**src/rtl/i_type_exec_core_pkg.sv**
```systemverilog
// Shared definitions for the I-type executor: MIPS opcodes, internal ALU
// operation codes and the FSM state type.
package i_type_exec_core_pkg;

  localparam logic [5:0] OP_ADDI  = 6'b001000;
  localparam logic [5:0] OP_ADDIU = 6'b001001;
  localparam logic [5:0] OP_SLTI  = 6'b001010;
  localparam logic [5:0] OP_ANDI  = 6'b001100;
  localparam logic [5:0] OP_ORI   = 6'b001101;
  localparam logic [5:0] OP_LUI   = 6'b001111;

  localparam logic [3:0] ALU_AND = 4'b0000;
  localparam logic [3:0] ALU_OR  = 4'b0001;
  localparam logic [3:0] ALU_ADD = 4'b0010;
  localparam logic [3:0] ALU_SLT = 4'b0111;

  typedef enum logic [1:0] {
    S_IDLE = 2'd0,
    S_EXEC = 2'd1,
    S_WB   = 2'd2
  } state_e;

endpackage

```
**src/rtl/i_type_exec_core_if.sv**
```systemverilog
// Instruction handshake and retirement status bundle between an instruction
// source (master) and the executor core (slave).
interface i_type_exec_core_if #(
  parameter int N    = 32,
  parameter int RA_W = 5
);
  logic            instr_valid;
  logic            instr_ready;
  logic [31:0]     instr;
  logic            done;
  logic [N-1:0]    result;
  logic [RA_W-1:0] wb_reg;
  logic            wb_en;
  logic            ovf_trap;
  logic            illegal;

  modport master (
    output instr_valid, instr,
    input  instr_ready, done, result, wb_reg, wb_en, ovf_trap, illegal
  );

  modport slave (
    input  instr_valid, instr,
    output instr_ready, done, result, wb_reg, wb_en, ovf_trap, illegal
  );
endinterface

```
**src/rtl/i_type_exec_core_regfile.sv**
```systemverilog
// Register file: one asynchronous read port, one synchronous write port,
// register 0 reads as zero and is never written.
module ity_regfile #(
  parameter int N    = 32,
  parameter int RA_W = 5
) (
  input  logic            clk,
  input  logic            rst,
  input  logic            we_i,
  input  logic [RA_W-1:0] waddr_i,
  input  logic [N-1:0]    wdata_i,
  input  logic [RA_W-1:0] raddr_i,
  output logic [N-1:0]    rdata_o
);

  logic [N-1:0] regs_q [2**RA_W];

  always_ff @(posedge clk or posedge rst) begin
    if (rst) begin
      for (int i = 0; i < 2**RA_W; i++) begin
        regs_q[i] <= '0;
      end
    end else if (we_i && (waddr_i != '0)) begin
      regs_q[waddr_i] <= wdata_i;
    end
  end

  assign rdata_o = (raddr_i == '0) ? '0 : regs_q[raddr_i];

endmodule

```
**src/rtl/i_type_exec_core.sv**
```systemverilog
// Multi-cycle MIPS I-type ALU executor: IDLE latches an instruction, EXEC reads
// rs and computes, WB writes rt and raises a one-cycle done with status flags.
module i_type_exec_core
  import i_type_exec_core_pkg::*;
#(
  parameter int N    = 32,
  parameter int RA_W = 5
) (
  input logic clk,
  input logic rst,
  i_type_exec_core_if.slave bus
);

  state_e        state_q, state_d;
  logic [31:0]   instr_q, instr_d;
  logic [N-1:0]  result_q, result_d;
  logic          ovf_q, ovf_d;
  logic          ill_q, ill_d;
  logic          wen_q, wen_d;
  logic          done_q, done_d;

  logic [5:0]      op;
  logic [RA_W-1:0] rs_addr, rt_addr;
  logic [15:0]     imm;
  logic [N-1:0]    rs_val, imm_sext, imm_zext, lui_val;
  logic [N-1:0]    opa, opb, alu_res, sum;
  logic [3:0]      alu_op;
  logic            is_ill, chk_ovf, ovf;

  assign op      = instr_q[31:26];
  assign rs_addr = instr_q[21 +: RA_W];
  assign rt_addr = instr_q[16 +: RA_W];
  assign imm     = instr_q[15:0];

  ity_regfile #(.N(N), .RA_W(RA_W)) u_regfile (
    .clk     (clk),
    .rst     (rst),
    .we_i    ((state_q == S_WB) && wen_q),
    .waddr_i (rt_addr),
    .wdata_i (result_q),
    .raddr_i (rs_addr),
    .rdata_o (rs_val)
  );

  // Bitwise extension keeps N == 16 legal, where lui shifts everything out.
  always_comb begin
    imm_sext = '0;
    imm_zext = '0;
    lui_val  = '0;
    for (int i = 0; i < N; i++) begin
      if (i < 16) begin
        imm_sext[i] = imm[i[3:0]];
        imm_zext[i] = imm[i[3:0]];
      end else begin
        imm_sext[i] = imm[15];
      end
      if ((i >= 16) && (i < 32)) begin
        lui_val[i] = imm[i[3:0]];
      end
    end
  end

  always_comb begin
    alu_op  = ALU_AND;
    opa     = rs_val;
    opb     = imm_sext;
    is_ill  = 1'b0;
    chk_ovf = 1'b0;
    case (op)
      OP_ADDI:  begin alu_op = ALU_ADD; chk_ovf = 1'b1; end
      OP_ADDIU: alu_op = ALU_ADD;
      OP_SLTI:  alu_op = ALU_SLT;
      OP_ANDI:  begin alu_op = ALU_AND; opb = imm_zext; end
      OP_ORI:   begin alu_op = ALU_OR;  opb = imm_zext; end
      OP_LUI:   begin alu_op = ALU_OR;  opa = '0; opb = lui_val; end
      default:  is_ill = 1'b1;
    endcase
  end

  assign sum = opa + opb;
  assign ovf = chk_ovf && (opa[N-1] == opb[N-1]) && (sum[N-1] != opa[N-1]);

  always_comb begin
    alu_res = '0;
    case (alu_op)
      ALU_AND: alu_res = opa & opb;
      ALU_OR:  alu_res = opa | opb;
      ALU_ADD: alu_res = sum;
      ALU_SLT: alu_res[0] = ($signed(opa) < $signed(opb));
      default: alu_res = '0;
    endcase
    if (is_ill) begin
      alu_res = '0;
    end
  end

  always_comb begin
    state_d  = state_q;
    instr_d  = instr_q;
    result_d = result_q;
    ovf_d    = ovf_q;
    ill_d    = ill_q;
    wen_d    = wen_q;
    done_d   = 1'b0;
    case (state_q)
      S_IDLE: begin
        if (bus.instr_valid) begin
          instr_d = bus.instr;
          state_d = S_EXEC;
        end
      end
      S_EXEC: begin
        result_d = alu_res;
        ovf_d    = ovf;
        ill_d    = is_ill;
        wen_d    = !is_ill && !ovf && (rt_addr != '0);
        state_d  = S_WB;
      end
      S_WB: begin
        done_d  = 1'b1;
        state_d = S_IDLE;
      end
      default: state_d = S_IDLE;
    endcase
  end

  always_ff @(posedge clk or posedge rst) begin
    if (rst) begin
      state_q  <= S_IDLE;
      instr_q  <= '0;
      result_q <= '0;
      ovf_q    <= 1'b0;
      ill_q    <= 1'b0;
      wen_q    <= 1'b0;
      done_q   <= 1'b0;
    end else begin
      state_q  <= state_d;
      instr_q  <= instr_d;
      result_q <= result_d;
      ovf_q    <= ovf_d;
      ill_q    <= ill_d;
      wen_q    <= wen_d;
      done_q   <= done_d;
    end
  end

  // Status flags persist between instructions, so they are qualified by done.
  assign bus.instr_ready = (state_q == S_IDLE);
  assign bus.done        = done_q;
  assign bus.result      = result_q;
  assign bus.wb_reg      = rt_addr;
  assign bus.wb_en       = done_q & wen_q;
  assign bus.ovf_trap    = done_q & ovf_q;
  assign bus.illegal     = done_q & ill_q;

endmodule

```
**src/flat_wrapper.sv**
```systemverilog
// flat-port wrapper written by rule: the top's interface ports become plain ports
module i_type_exec_core_flat import i_type_exec_core_pkg::*;
#(
  parameter int N    = 32,
  parameter int RA_W = 5
)
  (clk, rst, bus_instr_valid, bus_instr, bus_instr_ready, bus_done, bus_result, bus_wb_reg, bus_wb_en, bus_ovf_trap, bus_illegal);
  i_type_exec_core_if #(.N(N), .RA_W(RA_W)) bus_i ();
  input logic clk;
  input logic rst;
  input wire logic [$bits(bus_i.instr_valid)-1:0] bus_instr_valid;
  input wire logic [$bits(bus_i.instr)-1:0] bus_instr;
  output wire logic [$bits(bus_i.instr_ready)-1:0] bus_instr_ready;
  output wire logic [$bits(bus_i.done)-1:0] bus_done;
  output wire logic [$bits(bus_i.result)-1:0] bus_result;
  output wire logic [$bits(bus_i.wb_reg)-1:0] bus_wb_reg;
  output wire logic [$bits(bus_i.wb_en)-1:0] bus_wb_en;
  output wire logic [$bits(bus_i.ovf_trap)-1:0] bus_ovf_trap;
  output wire logic [$bits(bus_i.illegal)-1:0] bus_illegal;
  assign bus_i.instr_valid = bus_instr_valid;
  assign bus_i.instr = bus_instr;
  assign bus_instr_ready = bus_i.instr_ready;
  assign bus_done = bus_i.done;
  assign bus_result = bus_i.result;
  assign bus_wb_reg = bus_i.wb_reg;
  assign bus_wb_en = bus_i.wb_en;
  assign bus_ovf_trap = bus_i.ovf_trap;
  assign bus_illegal = bus_i.illegal;
  i_type_exec_core #(.N(N), .RA_W(RA_W)) u_core (.clk(clk), .rst(rst), .bus(bus_i));
endmodule
```
**config.mk**
```make
export PLATFORM = sky130hd
export DESIGN_NAME = i_type_exec_core_flat
export DESIGN_NICKNAME = d
export VERILOG_FILES = /design/src/rtl/i_type_exec_core_pkg.sv /design/src/rtl/i_type_exec_core_if.sv /design/src/rtl/i_type_exec_core_regfile.sv /design/src/rtl/i_type_exec_core.sv /design/src/flat_wrapper.sv
export SDC_FILE = /design/constraint.sdc
export NUM_CORES = 2
export LEC_CHECK = 0
export CAP_MARGIN = 5
export CORE_UTILIZATION = 45
export CTS_CLUSTER_SIZE = 10
export DETAILED_ROUTE_END_ITERATION = 7
export PLACE_DENSITY = 0.7
export SYNTH_ARGS = -nofsm -noshare
export SYNTH_HDL_FRONTEND = slang
export SYNTH_SLANG_ARGS = --single-unit
```
**constraint.sdc**
```tcl
create_clock -name clk -period 42.6 [get_ports clk]
set_input_delay 8.52 -clock clk [delete_from_list [all_inputs] [get_ports clk]]
set_output_delay 8.52 -clock clk [all_outputs]
set_load 0.01 [all_outputs]
```
After elaboration in Yosys (flattened, before gate mapping)
Index checks and enable logic that the tools add are counted.
- output and inout port bits: 42
- bits in registers: 1094
- input bits: 35
- bitwise gates (word level): 7
- muxes and demuxes: 18
- add/sub/neg operators: 1
- equality and inequality tests: 14
- reductions and logical operators: 17
- $lt $le $gt $ge: 4
- operators with widths (operator ; count):
    $bwmux 1024 ; 1
    $mux 32 ; 6
    $bmux 32 s5 ; 1
    $demux 32 s5 ; 1
    $pmux 31 s3 ; 1
    $pmux 32 s2 ; 1
    $eq 6x4->1 const B ; 6
    $add 32x32->32 ; 1
    $and 32x32->32 ; 1
    $lt 32x32->1 ; 1
    $or 32x32->32 ; 1
    $ge 6x6->1 const B ; 2
    $not 5->6 ; 2
    $pmux 3 s3 ; 1
    $logic_and 1x1->1 ; 7
    $lt 6x1->1 const B ; 1
    $reduce_or 2->1 ; 3
    $reduce_or 6->1 ; 1
    $logic_not 5->1 ; 1
    $reduce_bool 5->1 ; 1
    $logic_not 4->1 ; 1
    $pmux 1 s4 ; 1
    $pmux 2 s2 ; 1
    $and 1x1->1 ; 3
    other kinds (13) ; 15

Depth between registers and ports, before layout
- depth after elaboration: 12
- gate-level depth with buffers: 28
- depth with buffers taken out: 18

Hierarchy
From an unflattened synthesis, not the netlist that was laid out.
- cell total of the unflattened synthesis: 3758
- area, all modules: 53251.1 sq um
- by module, submodules not included (module ; area each (sq um) ; times used ; cells each):
    ity_regfile ; 46445.8 ; 1 ; 2950
    i_type_exec_core ; 6805.3 ; 1 ; 808

Worst setup path after synthesis
Ideal clock, no wire load.
- kind: in2reg
- start: input port bus_instr_valid
- end: register u_core.instr_q[10]
- stages on the path: 4
- data arrival time: 9.564 ns
- library setup time: 0.125 ns
- data required time: 42.475 ns
- path slack: 32.911 ns
- cell sequence: and2_1 -> clkbuf_1 -> buf_1 -> mux2_2
- cells in the longest elaborated chain, start to end: 1
- ends and longest elaborated chain (element ; RTL line ; source):
    start, declared ; flat_wrapper.sv:11 ; input wire logic [$bits(bus_i.instr_valid)-1:0] bus_instr_valid;
    $reduce_and 2->1 (no line) ; -- ;
    end signal, assigned ; i_type_exec_core.sv:138 ; instr_q <= instr_d;
    end, declared ; i_type_exec_core.sv:15 ; logic [31:0] instr_q, instr_d;
Every way passes these cells.
A chain may end at the register's enable or synchronous reset.

==> results <==
- The finished cells cover 58400 µm².
- In this run the power density over the cells is 43.8 nW/µm².
- The share of synthesized flip-flops with an asynchronous set or reset is 1.00.
- The synthesized design contains 0 enable-type register cells.
- The element type at the critical path end is an async pin.
- The yosys synthesis warning count is 0.
- The number of gates resized after cts is 0.
- Of the available clock period, the critical path in the final layout requires 0.289.
- The standard cell area after detailed placement is 54700 µm².
- The number of remaining DRC errors is 0.
- Of the total power, registers draw 0.428.
- Summed over all instances, the cell type with the most area after synthesis is sky130_fd_sc_hd__dfrtp_1.
- The layout has 9742 filler cells.
- The net switching fraction of the power is 0.298.
- Compared with the post-synthesis result, the final layout area differs by 10.9%.
- The final setup violation count is 0.
- After global routing the overflow that remains totals 0.
- The routed wire length is 145000 µm.
- At the later pin of the worst-skew pair, clock insertion delay measures 730 ps.
- The number of routed nets with antenna violations is 0.
- For this run, the total global-route usage over all layers was measured as 0.248.
- Setup repair after global routing left no endpoint under its margin.
- The maximum clock skew at final layout is 22.9 ps.
- Along the worst path, the maximum fanout reaches 123.
- The setup slack of the most critical reg-to-reg path is 34940 ps.
- The detailed-route vias per instance is 6.19.
- The worst setup path startpoint is rst.
- The mean area per synthesized cell is 14.4 µm².
- The die covers 118000 µm².
- In this run the worst hold path is classified as reg2reg.
- The cell with the biggest individual delay on the critical path is sky130_fd_sc_hd__buf_4.
- VDD sags by at most 0.0391 mV.
- The leakage power is 28.1 nW.
- Of the total power, the clock network draws 0.389.
- Traced cell by cell, the critical path runs through clkdlybuf4s50_1, inv_8, buf_4, buf_4, buf_4, buf_4.
- The first-pass GRT wire length is 217000 µm.
- The root buffer cell is sky130_fd_sc_hd__clkbuf_16.
- The internal power component is 0.00180 W.
- After synthesis, the most frequently instantiated cells are sky130_fd_sc_hd__dfrtp_1 (1094), sky130_fd_sc_hd__mux2_2 (1055), sky130_fd_sc_hd__mux4_2 (247).
- In this run, synthesis produced a sequential element count of 1094.
- For the pin with the worst max-slew slack, the measured transition is 1190 ps.
- The number of failing hold endpoints at the final stage is 0.
- The tightest hold path in the finished design has a slack of 373 ps.
- The number of top-level pins is 77.
- The number of max-slew violations in the final report is 0.
- The endpoint of the worst setup timing path is u_core.instr_q[25].
- No sink is reached through more buffers than the 3 on the longest clock path.
- The detailed router finished its first iteration with 3012 violations.
- At the worst endpoint, the arrival time is 13010 ps.
- The placer's final routability congestion estimate is 0.940.
- In this run the critical register-to-register path is captured at u_core.wen_q.
- The number of distinct library cells after synthesis is 84.
- The total half-perimeter wirelength after legalization and detailed placement is 85400 µm.
- The summed negative setup slack over all endpoints is 0 ps.
- The worst stage delay on the critical path is 830 ps.
- The beginning of the worst register-to-register path is u_core.instr_q[21].
- Entering global routing, the biggest net connects 181 pins.
- The number of global-route vias before repair is 32128.
- The switching power summed over all nets is 0.000761 W.
- The net count of the finished layout is 3726.
- The net count after synthesis is 3784.
- The tool flagged a number of max-cap violations equal to 0.
- For this design, the sink count on the clock tree is 1094.
- The run finished with clean final reports.
- Measured against its own limit, the worst slew margin works out to 0.205.
- The y dimension of the die is 344 µm.
- The buffers inserted during post-CTS setup optimization is 0.
- The count of input and output buffers is 76.
- The number of antenna violations at the first check in global routing is 1.
- Ranked by total cell area, the synthesized netlist is headed by sky130_fd_sc_hd__dfrtp_1 (52%), sky130_fd_sc_hd__mux2_2 (23%), sky130_fd_sc_hd__mux4_2 (11%), sky130_fd_sc_hd__ha_1 (2.0%), sky130_fd_sc_hd__clkbuf_1 (1.8%).
- For this run, the leading register cell type out of synthesis is sky130_fd_sc_hd__dfrtp_1.
- The worst setup path is of the in2async kind.
- Yosys instantiated no cell more often than sky130_fd_sc_hd__dfrtp_1.
- Subtracting the final worst setup slack from the clock period gives 12330 ps.
- The number of rows in the core area is 125.
- The most numerous cell type found on the critical path is sky130_fd_sc_hd__buf_4.
- Summing over every cut layer, the via total after detailed routing is 31955.
- The sequential share of the synthesized area is 0.520.
- Of the cells placed in the final design, the portion with a size suffix greater than 1 is 0.443.
- Measured in cells, the most critical reg-to-reg path has a length of 19.
- The mapped netlist covers 52700 µm².
- At the worst endpoint, the required time is 43280 ps.
- The CTS tree is built.
- The combinational fraction of design power is 0.183.
- The timing-limited maximum frequency is 81.1 MHz.
- The number of clock buffers inserted by TritonCTS is 130.
- The first TritonRoute pass finished after 6 iterations.
- After floorplanning, the core was sized to cover 116000 µm².
- After technology mapping, the gate count stands at 3664.
- Buffers inserted to repair hold after CTS numbered 0.
- In this run the horizontal extent of the chip is 344 µm.
- After detailed routing, the average wire length per cell comes to 28.1 µm.
- The effective utilization at floorplan is 0.454.
- Clock-pin slew was measured on the worst setup and hold paths at 50 ps.
- The top cell type's share of synthesized area is 0.520.
- In this run the number of H-tree levels came out at 4.
- STA classifies the critical path startpoint as a primary input.
[power by group through the flow]
stage / combinational [W] / clock (W) / sequential, W
after floorplan: 0.000349 / 0 / 0.00108
after global placement: 0.000460 / 0 / 0.00111
after detailed placement: 0.000462 / 0 / 0.00111
after CTS: 0.000464 / 0.00101 / 0.00110
after global routing: 0.000500 / 0.00105 / 0.00110
final: 0.000467 / 0.000995 / 0.00110
[final cells by class]
type	count	area [µm²]	share of cell area
Clock buffer	148	3420	0.0585
Antenna cell	1	2.50	0.0000429
Inverter	77	297	0.00508
Sequential cell	1094	27400	0.469
Tap cell	1524	1910	0.0327
Timing Repair Buffer	175	1550	0.0266
Clock inverter	16	223	0.00382
Multi-Input combinational cell	2128	23600	0.404
[worst min-delay path by stage]
stage / from / cells after the start / to / slack (ps)
after CTS: u_core.u_regfile.regs_q[994] / 0 / u_core.u_regfile.regs_q[994] / 370
after global placement: u_core.u_regfile.regs_q[994] / 0 / u_core.u_regfile.regs_q[994] / 360
after global routing: u_core.u_regfile.regs_q[998] / 0 / u_core.u_regfile.regs_q[998] / 380
after detailed placement: u_core.u_regfile.regs_q[994] / 0 / u_core.u_regfile.regs_q[994] / 360
after floorplan: u_core.u_regfile.regs_q[994] / 1 / u_core.u_regfile.regs_q[994] / 420
final: u_core.u_regfile.regs_q[1023] / 0 / u_core.u_regfile.regs_q[1023] / 370
[kinds of logic (layout without fill, tap and decap cells)]
| logic type | Yosys count | in the layout | synth area share |
|---|---|---|---|
| AOI/OAI and AO/OA | 335 | 335 | 0.0436 |
| muxes | 1387 | 1387 | 0.348 |
| xor gates and xnor gates | 28 | 28 | 0.00466 |
| DFF | 1094 | 1094 | 0.520 |
| other | 0 | 1 | 0 |
| and+or+nand+nor | 293 | 293 | 0.0280 |
| buffers and inverters | 442 | 416 | 0.0354 |
| adders and majority gates | 85 | 85 | 0.0203 |
[layout by cell type, fill, tap and decap left out, types with 18 or more instances in the layout]
master / instances
sky130_fd_sc_hd__mux2_2: 1055
sky130_fd_sc_hd__o22ai_1: 18
sky130_fd_sc_hd__o21ai_0: 74
sky130_fd_sc_hd__mux4_2: 247
sky130_fd_sc_hd__a22oi_1: 25
sky130_fd_sc_hd__mux2i_1: 81
sky130_fd_sc_hd__nor3_1: 24
sky130_fd_sc_hd__a221oi_1: 22
sky130_fd_sc_hd__ha_1: 84
sky130_fd_sc_hd__dfrtp_1: 1089
sky130_fd_sc_hd__buf_4: 95
sky130_fd_sc_hd__a21o_1: 30
sky130_fd_sc_hd__inv_1: 76
sky130_fd_sc_hd__nand2_1: 78
sky130_fd_sc_hd__and2_1: 27
sky130_fd_sc_hd__clkbuf_16: 134
sky130_fd_sc_hd__clkdlybuf4s50_1: 76
sky130_fd_sc_hd__a21oi_1: 66
sky130_fd_sc_hd__nor2_1: 42
[stage by stage]
stage	power (W)	std cells	utilization	setup slack (ps)
floorplan	0.00143	3664	-	3280
global placement	0.00157	4998	0.472	29300
detailed placement	0.00158	4998	0.472	29270
CTS	0.00257	5162	0.503	30030
global route	0.00265	5162	0.503	29540
finish	0.00256	5163	0.503	30270
[routing by layer]
layer	up-vias	part of all wire	global-route usage
met2	1062	0.47	0.389
li1	13301	-	-
met3	259	0.059	0.0406
met5	-	0.000090	0
met1	17331	0.44	0.351
met4	2	0.033	0.0888
[registers in the layout (all words and copies together), names as in the netlist]
| signal | flops |
|---|---|
| u_core.u_regfile.regs_q | 1024 |
| u_core.ovf_q | 1 |
| u_core.bus.result | 32 |
| u_core.wen_q | 1 |
| u_core.state_q | 2 |
| u_core.bus.done | 1 |
| u_core.ill_q | 1 |
| u_core.instr_q | 32 |
[worst max-delay path: cells and delay by family]
| kind | cells | cell delay (ps) |
|---|---|---|
| buffers and inverters | 6 | 4280 |
No activity file was read; power rests on OpenSTA's default activity.
